`src/rtl/edge_pulse_pkg.sv`:
```
// ----------------------------------------------------------------------------
// edge_pulse_pkg
// Shared types and helpers for the edge_pulse_bank block.
//   edge_mode_t   : edge selection (rising, falling, both, none)
//   match_edge()  : true when an accepted new level should raise a pulse
//   count_width() : width of a debounce counter able to reach cycles-1
// ----------------------------------------------------------------------------
package edge_pulse_pkg;

    typedef enum logic [1:0] {
        EDGE_RISE = 2'b00,
        EDGE_FALL = 2'b01,
        EDGE_BOTH = 2'b10,
        EDGE_NONE = 2'b11
    } edge_mode_t;

    function automatic logic match_edge(input edge_mode_t mode, input logic new_level);
        logic result;
        result = 1'b0;
        case (mode)
            EDGE_RISE: result = new_level;
            EDGE_FALL: result = ~new_level;
            EDGE_BOTH: result = 1'b1;
            EDGE_NONE: result = 1'b0;
            default:   result = 1'b0;
        endcase
        return result;
    endfunction

    // One extra state of headroom keeps the width at least 1 bit for cycles == 1.
    function automatic int count_width(input int cycles);
        return $clog2(cycles + 1);
    endfunction

endpackage

```
`src/rtl/debounce_channel.sv`:
```
// ----------------------------------------------------------------------------
// debounce_channel
// Single-bit debouncer. All state updates on the falling edge of i_Clk.
// A new level must be seen on DEBOUNCE_CYCLES consecutive edges (after it
// has been captured into the sample register) before it becomes the stable
// level.
// Ports:
//   i_Clk     clock (falling edge active)
//   i_Rst     synchronous active-high reset; loads the current input as stable
//   i_Data    raw input level
//   o_Level   debounced (stable) level
//   o_Accept  combinational strobe: the stable level flips at the next edge
//   o_Sample  sample register, i.e. the level that is about to be accepted
// ----------------------------------------------------------------------------
module debounce_channel
    import edge_pulse_pkg::*;
#(
    parameter int DEBOUNCE_CYCLES = 4
) (
    input  logic i_Clk,
    input  logic i_Rst,
    input  logic i_Data,
    output logic o_Level,
    output logic o_Accept,
    output logic o_Sample
);

    localparam int CW = count_width(DEBOUNCE_CYCLES);
    localparam logic [CW-1:0] LAST = CW'(DEBOUNCE_CYCLES - 1);

    logic          sample_q;
    logic          level_q;
    logic [CW-1:0] count_q;

    // The strobe is combinational so the top level can register the pulse
    // on the very edge where the stable level changes.
    assign o_Accept = (sample_q != level_q) && (count_q == LAST);
    assign o_Level  = level_q;
    assign o_Sample = sample_q;

    always_ff @(negedge i_Clk) begin
        if (i_Rst) begin
            sample_q <= i_Data;
            level_q  <= i_Data;
            count_q  <= '0;
        end else begin
            sample_q <= i_Data;
            if (sample_q == level_q) begin
                count_q <= '0;
            end else if (count_q == LAST) begin
                level_q <= sample_q;
                count_q <= '0;
            end else begin
                count_q <= count_q + 1'b1;
            end
        end
    end

endmodule

```
`src/rtl/edge_pulse_bank.sv`:
```
// ----------------------------------------------------------------------------
// edge_pulse_bank
// Multi-channel debounced edge-pulse generator. Each channel is debounced
// independently; when a channel's debounced level changes and the change
// matches i_Mode, a one-cycle pulse is produced. All registers update on
// the falling edge of i_Clk.
// Optional feature macro: EDGE_PULSE_BANK_LATCH_EN (adds i_Clear / o_Event).
// Ports:
//   i_Clk    clock (falling edge active)
//   i_Rst    synchronous active-high reset
//   i_Data   [CHANNELS] raw channel levels
//   i_Mode   [2] 00 rising, 01 falling, 10 both, 11 none
//   o_Pulse  [CHANNELS] one-cycle edge pulses
//   o_Level  [CHANNELS] debounced levels
//   o_Any    registered OR of the pulses, aligned with o_Pulse
//   i_Clear  [CHANNELS] (optional) clears sticky event bits
//   o_Event  [CHANNELS] (optional) sticky per-channel event flags
// ----------------------------------------------------------------------------
module edge_pulse_bank
    import edge_pulse_pkg::*;
#(
    parameter int CHANNELS        = 8,
    parameter int DEBOUNCE_CYCLES = 4
) (
    input  logic                i_Clk,
    input  logic                i_Rst,
    input  logic [CHANNELS-1:0] i_Data,
    input  logic [1:0]          i_Mode,
    output logic [CHANNELS-1:0] o_Pulse,
    output logic [CHANNELS-1:0] o_Level,
    output logic                o_Any
`ifdef EDGE_PULSE_BANK_LATCH_EN
    ,
    input  logic [CHANNELS-1:0] i_Clear,
    output logic [CHANNELS-1:0] o_Event
`endif
);

    logic [CHANNELS-1:0] accept;
    logic [CHANNELS-1:0] sample;
    logic [CHANNELS-1:0] next_pulse;

    for (genvar k = 0; k < CHANNELS; k++) begin : g_chan
        debounce_channel #(
            .DEBOUNCE_CYCLES(DEBOUNCE_CYCLES)
        ) u_debounce (
            .i_Clk   (i_Clk),
            .i_Rst   (i_Rst),
            .i_Data  (i_Data[k]),
            .o_Level (o_Level[k]),
            .o_Accept(accept[k]),
            .o_Sample(sample[k])
        );
    end

    // Mode is only looked at on the accepting edge, so a mode change during
    // the count only affects the final decision.
    always_comb begin
        next_pulse = '0;
        for (int k = 0; k < CHANNELS; k++) begin
            next_pulse[k] = accept[k] & match_edge(edge_mode_t'(i_Mode), sample[k]);
        end
    end

    always_ff @(negedge i_Clk) begin
        if (i_Rst) begin
            o_Pulse <= '0;
            o_Any   <= 1'b0;
        end else begin
            o_Pulse <= next_pulse;
            o_Any   <= |next_pulse;
        end
    end

`ifdef EDGE_PULSE_BANK_LATCH_EN
    // Set takes priority over clear so a pulse coinciding with a clear
    // request is never lost.
    always_ff @(negedge i_Clk) begin
        if (i_Rst) begin
            o_Event <= '0;
        end else begin
            o_Event <= (o_Event & ~i_Clear) | next_pulse;
        end
    end
`endif

endmodule

```
`config.mk`:
```
export PLATFORM = sky130hd
export DESIGN_NAME = edge_pulse_bank
export DESIGN_NICKNAME = d
export VERILOG_FILES = /design/src/rtl/edge_pulse_pkg.sv /design/src/rtl/debounce_channel.sv /design/src/rtl/edge_pulse_bank.sv
export SDC_FILE = /design/constraint.sdc
export NUM_CORES = 1
export LEC_CHECK = 0
export CAP_MARGIN = 20
export CORE_MARGIN = 2
export CORE_UTILIZATION = 54
export CTS_CLUSTER_DIAMETER = 120
export DETAILED_ROUTE_END_ITERATION = 16
export PLACE_DENSITY = 0.78
export SYNTH_ARGS = -nofsm -noshare
export SYNTH_HDL_FRONTEND = slang
export SYNTH_HIERARCHICAL = 1
export SYNTH_SLANG_ARGS = --single-unit
```
`constraint.sdc`:
```
create_clock -name i_Clk -period 1.8 [get_ports i_Clk]
set_input_delay 0.18 -clock i_Clk [delete_from_list [all_inputs] [get_ports i_Clk]]
set_output_delay 0.18 -clock i_Clk [all_outputs]
set_load 0.03 [all_outputs]
```
Word level (Yosys, flattened, before mapping)
Index checks and enable logic that the tools add are counted.
Operators by class
  $add $sub $neg: 8
  $mul: 0
  div/mod/pow operators: 0
  order comparisons: 0
  eq/ne operators: 35
  shift-type cells: 0
  muxes and demuxes: 32
  bitwise operators: 16
  reductions and logical operators: 34
Operators with widths (count)
  $pmux 1 s4: 8
  $add 3x1->3 const B: 8
  $eq 3x2->1 const B: 8
  $mux 1: 24
  $reduce_or 3->1: 8
  $ne 2x2->1 const B: 8
  $reduce_and 2->1: 8
  $reduce_bool 2->1: 8
  $and 1x1->1: 8
  $eq 1x1->1: 8
  $logic_and 1x1->1: 8
  $ne 1x1->1: 8
  $not 1->1: 8
  $reduce_or 8->1: 1
  $eq 2x2->1 const B: 2
  $eq 2x1->1 const B: 1
  $logic_not 2->1: 1
Storage, ports and cells
  flip-flop bits (word level): 49
  latch bits: 0
  memory bits (writable): 0
  bits in read-only memories: 0
  input port bits: 12
  output and inout port bits: 17
  word-level logic and storage cells: 151
  memories kept: 0

Depth between registers and ports, before layout
Gate-level depths: netlist (run 1).
  depth in word-level cells: 4
  mapped depth: 8
  gate-level depth less buffers: 8

Cells and area by module
The synthesis (run 1) kept the hierarchy.
Modules (own cells, without submodules)
  debounce_channel: instances 8, cells each 17, area an instance 212.7 um^2, seq. area each 110.1 um^2
  edge_pulse_bank: instances 1, cells each 62, area an instance 501.7 um^2, seq. area each 180.2 um^2

==> results.json, run 1 <==
{
  "hp-class": "reg2reg",
  "synth_top_area_share_pct": 37.3,
  "clock-sinks": 49,
  "clock-root-buffer": "clkbuf_8",
  "skew_ps": 22.6,
  "crit_family": "flip-flops",
  "clk_path_buf_depth": 2,
  "hold_viol_final": 0,
  "io_pins": 29,
  "numPortBuffers": 28,
  "peakVddDrop_uv": 507,
  "core_area_sq_um": 3970,
  "synth_cell_types": 21,
  "remaining_drc_errors": 0,
  "tritoncts": "yes",
  "fp.dieW_um": 67.9,
  "status": "finished with violations",
  "multi_input_area_sq_um": 1100,
  "drt_iter0_drc": 73,
  "place_congestion": 0.774,
  "yosys_register_bits": 49,
  "p_per_area_nw_per_um2": 830,
  "rsz0062_at_grt": "yes",
  "initial_utilization_pct": 55.5,
  "clk_latency_ps": 370,
  "yosysMostFrequentCell": "dfxtp_1",
  "syn_nets": 226,
  "worst_slew_pin_slew_ps": 322,
  "area_growth_pct": 44.1,
  "antenna_found_initial": 0,
  "worstPathMaxFanout": 2,
  "rr_startpoint": "g_chan[6].u_debounce/count_q[0]$_SDFF_NP0_",
  "synth_area_leader_cell": "dfxtp_1",
  "max_stage_delay_ps": 410,
  "path_class": "reg2out",
  "grt_usage_pct": 21.2,
  "max-cap-violations": 0,
  "required_ps": 1620,
  "final_nets": 333,
  "violations": "setup timing",
  "die_h_um": 67.9,
  "rows": 23,
  "synth_commonest_cells": "dfxtp_1, inv_1, nor2_1",
  "num-fill-cells": 242,
  "grt-ovfl-total": 0,
  "max_slew_margin_pct": 78.5,
  "cp.arrival_ps": 1830,
  "syn_area_sq_um": 2200,
  "async_reset_ff_share_pct": 0,
  "avgSynthCellArea_sq_um": 11.1,
  "clk_pin_slew_ps": 30,
  "die_area_sq_um": 4610,
  "htreeDepth": 2,
  "worst_setup_path_start_kind": "flip-flop",
  "num_vias": 1790,
  "dp_slack_ps": -480,
  "slowest_stage": "edfxtp_1",
  "drtPass1Iterations": 4,
  "final-max-slew-violation-count": 0,
  "grt_pass1_vias": 1849,
  "ys_warn_count": 6,
  "power_w": 0.00264,
  "synth_area_leaders": "dfxtp_1, edfxtp_1, ha_1, xnor2_2, inv_1",
  "crit_start": "g_chan[2].u_debounce/o_Level$_DFFE_NP_",
  "yosysSeqAreaShare_pct": 48.2,
  "hpwl_mm": 3.11,
  "path_buf_inv": 1,
  "grt_pass1_wl_mm": 7.33,
  "setup_viol": 17,
  "endpoint_kind": "primary output",
  "leakage_nw": 1.45,
  "cts_made_buffers": 5,
  "drive_above_1_share_pct": 30.7,
  "viasPerCell": 5.03,
  "routed_wl_mm": 4.56,
  "grt_max_degree": 16,
  "path_cells": "buf_6",
  "setup_ws_ps": -210,
  "postSynthCellCount": 198,
  "ys.flop_type": "dfxtp_1",
  "synth_edf_count": 8,
  "hold_path_startpoint": "g_chan[1].u_debounce/count_q[0]$_SDFF_NP0_",
  "routedWlPerCell_um": 12.8,
  "regArea_sq_um": 1070,
  "antenna_left": 0,
  "num_antenna_cells": 0
}
## where the power goes
part,internal (W),switching (W)
combinational,0.000221,0.000179
sequential,0.00118,0.0000442
clock,0.000402,0.000609
## cell usage in the layout (no fill, tap or decap), types with 2 or more instances in the layout
cell	synthesis	final
a21oi_1	2	2
a222oi_1	2	2
dfxtp_1	41	32
buf_12	0	2
nor2_1	18	13
nor3_1	8	8
nor4_1	16	16
buf_4	2	33
ha_1	16	13
buf_6	0	17
nand3_1	2	2
inv_1	33	75
o21bai_1	8	8
dfxtp_2	0	9
xor2_1	8	8
edfxtp_1	8	8
o41ai_2	2	2
xnor2_4	0	7
nor2_2	0	4
nor4b_2	8	8
o22ai_1	4	4
clkbuf_8	0	5
dlygate4sd2_1	0	2
o211ai_1	2	2
ha_2	0	3
mux2_1	8	8
clkdlybuf4s50_1	0	8
## per-stage QoR
| stage | cell area (sq um) | std cells | TNS, ps | hold WS, ps | utilization, % |
|---|---|---|---|---|---|
| after floorplan | 2200 | 198 | 0 | 405 | - |
| after CTS | 3030 | 349 | -2510 | 425 | 76.3 |
| after detailed placement | 2670 | 295 | -7040 | 421 | 67.2 |
| final | 3170 | 356 | -2290 | 422 | 79.9 |
| after global routing | 3170 | 356 | -2970 | 435 | 79.9 |
| after global placement | 2670 | 295 | -6340 | 416 | 67.2 |
## timing repair
action                                  4_1_cts  5_1_grt
endpoints found under the setup margin       25       18
pin swaps                                     0       12
setup buffers                                 6        8
gates resized for setup                      29       16
hold buffers                                  0        0
## cell type report
class                   count  area share, %
clock buffers               5           2.17
clock inverters            52           6.15
inverters                  24           2.84
multi-input cells         113           34.8
flip-flops and latches     49           33.8
well taps                  50           1.97
repair buffers             63           18.3
## logic make-up (layout without fill, tap and decap cells)
family | after synthesis | after routing | synth area share (%)
AO/OA/AOI/OAI | 21 | 21 | 7.78
multiplexers | 8 | 8 | 4.09
adder cells (fa/ha/maj) | 16 | 16 | 9.09
XOR/XNOR | 16 | 16 | 9.09
buffers and inverters | 36 | 144 | 6.47
flip-flops | 49 | 49 | 48.2
AND/OR/NAND/NOR | 52 | 52 | 15.3
## routing by layer
layer  GRT usage (%)  routed length, um  up-vias
met5               0                  0        -
met4            8.00                 36        0
met3            10.0                150        5
met2            37.0               2510       27
met1            22.1               1860      848
li1                -                  -      910
## state kept, by name (all words and copies together), names as in the netlist
name	count
g_chan.u_debounce/count_q	24
g_chan.u_debounce/o_Level	8
g_chan.u_debounce/o_Sample	8
o_Any	1
o_Pulse	8
## final timing paths
check | slack [ps] | to | cells after the start
max | -210 | o_Level[2] | 1
min reg2reg | 420 | g_chan[1].u_debounce/count_q[0]$_SDFF_NP0_ | 1
min | 420 | g_chan[1].u_debounce/count_q[0]$_SDFF_NP0_ | 1
max reg2reg | 70 | o_Any$_SDFF_NP0_ | 8
No activity file was read; power rests on OpenSTA's default activity.
==> run 2: changes to the inputs <==
Settings changed: CAP_MARGIN 20 to not set.
==> results of run 2 <==
No change in the layout: final DEF, timing and power equal those of run 1.
==> RTL edit 1: new RTL, flow settings as in run 2 <==
The output `o_Pulse` loses its register stage (`o_Pulse` becomes a continuous assignment). Comments in the files are not updated.
--- a/src/rtl/edge_pulse_bank.sv
+++ b/src/rtl/edge_pulse_bank.sv
@@ -64,13 +64,13 @@
 
     always_ff @(negedge i_Clk) begin
         if (i_Rst) begin
-            o_Pulse <= '0;
             o_Any   <= 1'b0;
         end else begin
-            o_Pulse <= next_pulse;
             o_Any   <= |next_pulse;
         end
     end
+
+    assign o_Pulse = next_pulse;
 
 `ifdef EDGE_PULSE_BANK_LATCH_EN
     // Set takes priority over clear so a pulse coinciding with a clear
Behaviour: not the same (a bounded check fails within 10 cycles, from zero or initial values and one cycle with i_Rst high).
==> RTL edit 1 against run 2 <==
Synthesized area is 8.2% lower; the flow now stops in global routing (5_1_grt).
==> RTL edit 1: results <==
export IMPL_status="aborted with a tool error"
export IMPL_stop_stage="global routing (5_1_grt)"
export IMPL_error_line="[ERROR DPL-0038] Utilization greater than 100%, impossible to legalize"
export IMPL_htree_levels=2
export IMPL_avgSynthCellArea_um2=11.00
export IMPL_synth_area_leaders="dfxtp_1, edfxtp_1, ha_1, xnor2_2, nor4b_2"
export IMPL_routabilityCongestion=0.7318
export IMPL_yosysWarnings=6
export IMPL_worst_endpoint_kind="output port"
export IMPL_dp_cells=308
export IMPL_cts_root_buf="clkbuf_8"
export IMPL_synth_common_cells="dfxtp_1, inv_1, ha_1, nor4_1, nor2_1"
export IMPL_grt_max_degree=14
export IMPL_dpl_cell_area_um2=2739
export IMPL_hpwl_um=3341
export IMPL_port_buffers=28
export IMPL_crit_endpoint="o_Pulse[3]"
export IMPL_numCtsBuffers=5
export IMPL_synth_cell_types=27
export IMPL_cts_buffer_depth=2
export IMPL_synthesis_nets=212
export IMPL_ys_ff_latch=41
export IMPL_yosysSeqAreaShare=0.4453
export IMPL_synthArstFlopShare=0
export IMPL_synth_edf_count=8
export IMPL_ys_flop_type="dfxtp_1"
export IMPL_place_ws_ps=-574.4
## RTL edit 1: cell count changes after synthesis, moves of 3 or more
cell	delta
nor3_1	-8
and3_1	+4
dfxtp_1	-8
xor2_1	-6
o21ai_0	+5
o22ai_1	-3
nor2b_1	+4
nor2_1	-4
or3_1	+4
inv_1	-5
## RTL edit 1: what timing repair did
action | in CTS
pin swaps | 30
hold endpoints to repair | 0
endpoints found under the setup margin | 55
buffers inserted | 24
resized for setup | 94
gates cloned | 1
## RTL edit 1: kinds of logic after synthesis
kind of cell             share of synthesized area
flip-flops                                  0.4453
AND/OR/NAND/NOR                             0.1781
buffers and inverters                      0.06555
AO/OA/AOI/OAI                              0.08596
adder cells (fa/ha/maj)                    0.09895
multiplexers                               0.04453
XOR/XNOR                                   0.08163
==> RTL edit 2: new RTL, config.mk and constraints of run 2 <==
Made on the original files. Set the parameter `CHANNELS` to 16 (it was 8).
--- a/src/rtl/edge_pulse_bank.sv
+++ b/src/rtl/edge_pulse_bank.sv
@@ -19,7 +19,7 @@
 module edge_pulse_bank
     import edge_pulse_pkg::*;
 #(
-    parameter int CHANNELS        = 8,
+    parameter int CHANNELS        = 16,
     parameter int DEBOUNCE_CYCLES = 4
 ) (
     input  logic                i_Clk,
Ports: changed (resized i_Data, o_Level and o_Pulse); port bits go from 29 to 53. No check against the original RTL was run, so the function may have changed too.
==> RTL edit 2 against run 2 <==
The flow still finishes with violations (setup timing); final cell count up 100%; clock power grew to 2.5 times the old value; sequential share of layout area is 0.60 points lower; wire length rose to 2.5 times the old value; setup slack worse by 98 ps; sequential cell count is 48 higher; global-route usage is 3.2 points higher; synthesized area up 97%; cell area is 100% higher; largest cell class unchanged; power up 120%.
==> RTL edit 2: results <==
export IMPL_firstDrtPassIters=7
export IMPL_largest_reg_flops=48
export IMPL_synth_area_leaders="dfxtp_1, edfxtp_1, ha_1, xnor2_2, inv_1"
export IMPL_status="complete, but fails checks"
export IMPL_synth_compound_area_frac=0.06871
export IMPL_grt_max_degree=25
export IMPL_final_setup_viol_count=35
export IMPL_setup_slack_ps=-308.4
export IMPL_port_buffers=52
export IMPL_grt_pass1_vias=3801
export IMPL_yosysSeqAreaShare=0.4850
export IMPL_synth_xor_area_share=0.09238
export IMPL_routabilityCongestion=0.7821
export IMPL_synth_cell_types=24
export IMPL_yosysWarnings=6
export IMPL_clock_latency_ps=440
export IMPL_grt_pass1_wl_um=16690
export IMPL_wl_per_cell_um=15.90
export IMPL_synth_adder_area_share=0.09238
export IMPL_setup_tns_ps=-6857
export IMPL_dp_cells=592
export IMPL_nNetsFinal=665
export IMPL_numCtsBuffers=9
export IMPL_vdd_drop_max_mv=0.7693
export IMPL_synth_common_cells="dfxtp_1, inv_1, nor4_1, ha_1, nor2_1"
export IMPL_synth_mux_area_frac=0.04157
export IMPL_wirelength_um=11450
export IMPL_cts_buffer_depth=2
export IMPL_syn_to_final_growth_pct=47.72
export IMPL_failed_checks="setup timing"
export IMPL_largest_register="g_chan.u_debounce/count_q"
export IMPL_r2r_slack_ps=-90
export IMPL_place_ws_ps=-495.5
export IMPL_dpl_cell_area_um2=5333
export IMPL_n_fill_cell=398
export IMPL_drt_iter0_markers=224
export IMPL_clock_skew_ps=36.68
export IMPL_antenna_found_initial=0
export IMPL_hpwl_um=6798
export IMPL_vias_per_cell=5.363
export IMPL_slew_headroom=0.7156
export IMPL_grtUsageTotal=0.2437
export IMPL_avgSynthCellArea_um2=11.11
export IMPL_hold_ws_ps=420.0
export IMPL_ys_flop_type="dfxtp_1"
export IMPL_synthesis_nets=442
export IMPL_power_leakage_uw=0.002951
export IMPL_cpLargestDelayFamily="flip-flops"
export IMPL_htree_levels=3
export IMPL_drive_above_1_share=0.3576
export IMPL_synth_edf_count=16
export IMPL_cts_clk_slew_worst_paths_ps=60
export IMPL_critPathArrivalTime_ps=1930
export IMPL_max_stage_delay_ps=430
## RTL edit 2: cell types whose count changed after synthesis, sizes merged, moves of 14 or more
cell and delta:
inv +33, nor2 +14, nor4 +20, dfxtp +40, ha +16
## RTL edit 2: layout make-up
class	count	share of cell area
clock buffers	9	0.01935
repair buffers	138	0.1937
well taps	102	0.01993
multi-input cells	221	0.3338
inverters	49	0.02873
clock inverters	104	0.07270
flip-flops and latches	97	0.3318
## RTL edit 2: report_power, final
part	switching (uW)	total [uW]	internal, uW
Clock	1490	2570	1080
Sequential	83.3	2410	2330
Combinational	382	824	442
## RTL edit 2: routing by layer
layer	part of all wire	track usage	wire, um	vias up
li1	-	-	-	1820
met1	0.39	0.2602	4456	1814
met2	0.50	0.4209	5778	178
met3	0.068	0.09589	782	49
met4	0.037	0.1159	427	0
met5	0	0	0	-
## RTL edit 2: repair_timing
item	CTS	global route
pin swaps	1	19
resized for setup	57	31
hold buffers	0	0
buffers inserted	15	19
setup endpoints to repair	49	34
endpoints found under the hold margin	0	0
## RTL edit 2: cells by family (layout without fill, tap and decap cells)
| logic type | Yosys count | in the layout |
|---|---|---|
| AOI/OAI and AO/OA | 39 | 39 |
| DFF | 97 | 97 |
| buffers and inverters | 72 | 300 |
| muxes | 16 | 16 |
| and+or+nand+nor | 102 | 102 |
| xor gates and xnor gates | 32 | 32 |
| adders and majority gates | 32 | 32 |
## RTL edit 2: path summary, 6_finish.rpt
| path | startpoint | endpoint | depth (start not counted) |
|---|---|---|---|
| max | g_chan[7].u_debounce/o_Level | o_Level[7] | 1 |
| min reg2reg | g_chan[12].u_debounce/count_q[0] | g_chan[12].u_debounce/count_q[0] | 1 |
| min | g_chan[12].u_debounce/count_q[0] | g_chan[12].u_debounce/count_q[0] | 1 |
| max reg2reg | g_chan[5].u_debounce/o_Level | o_Any | 8 |
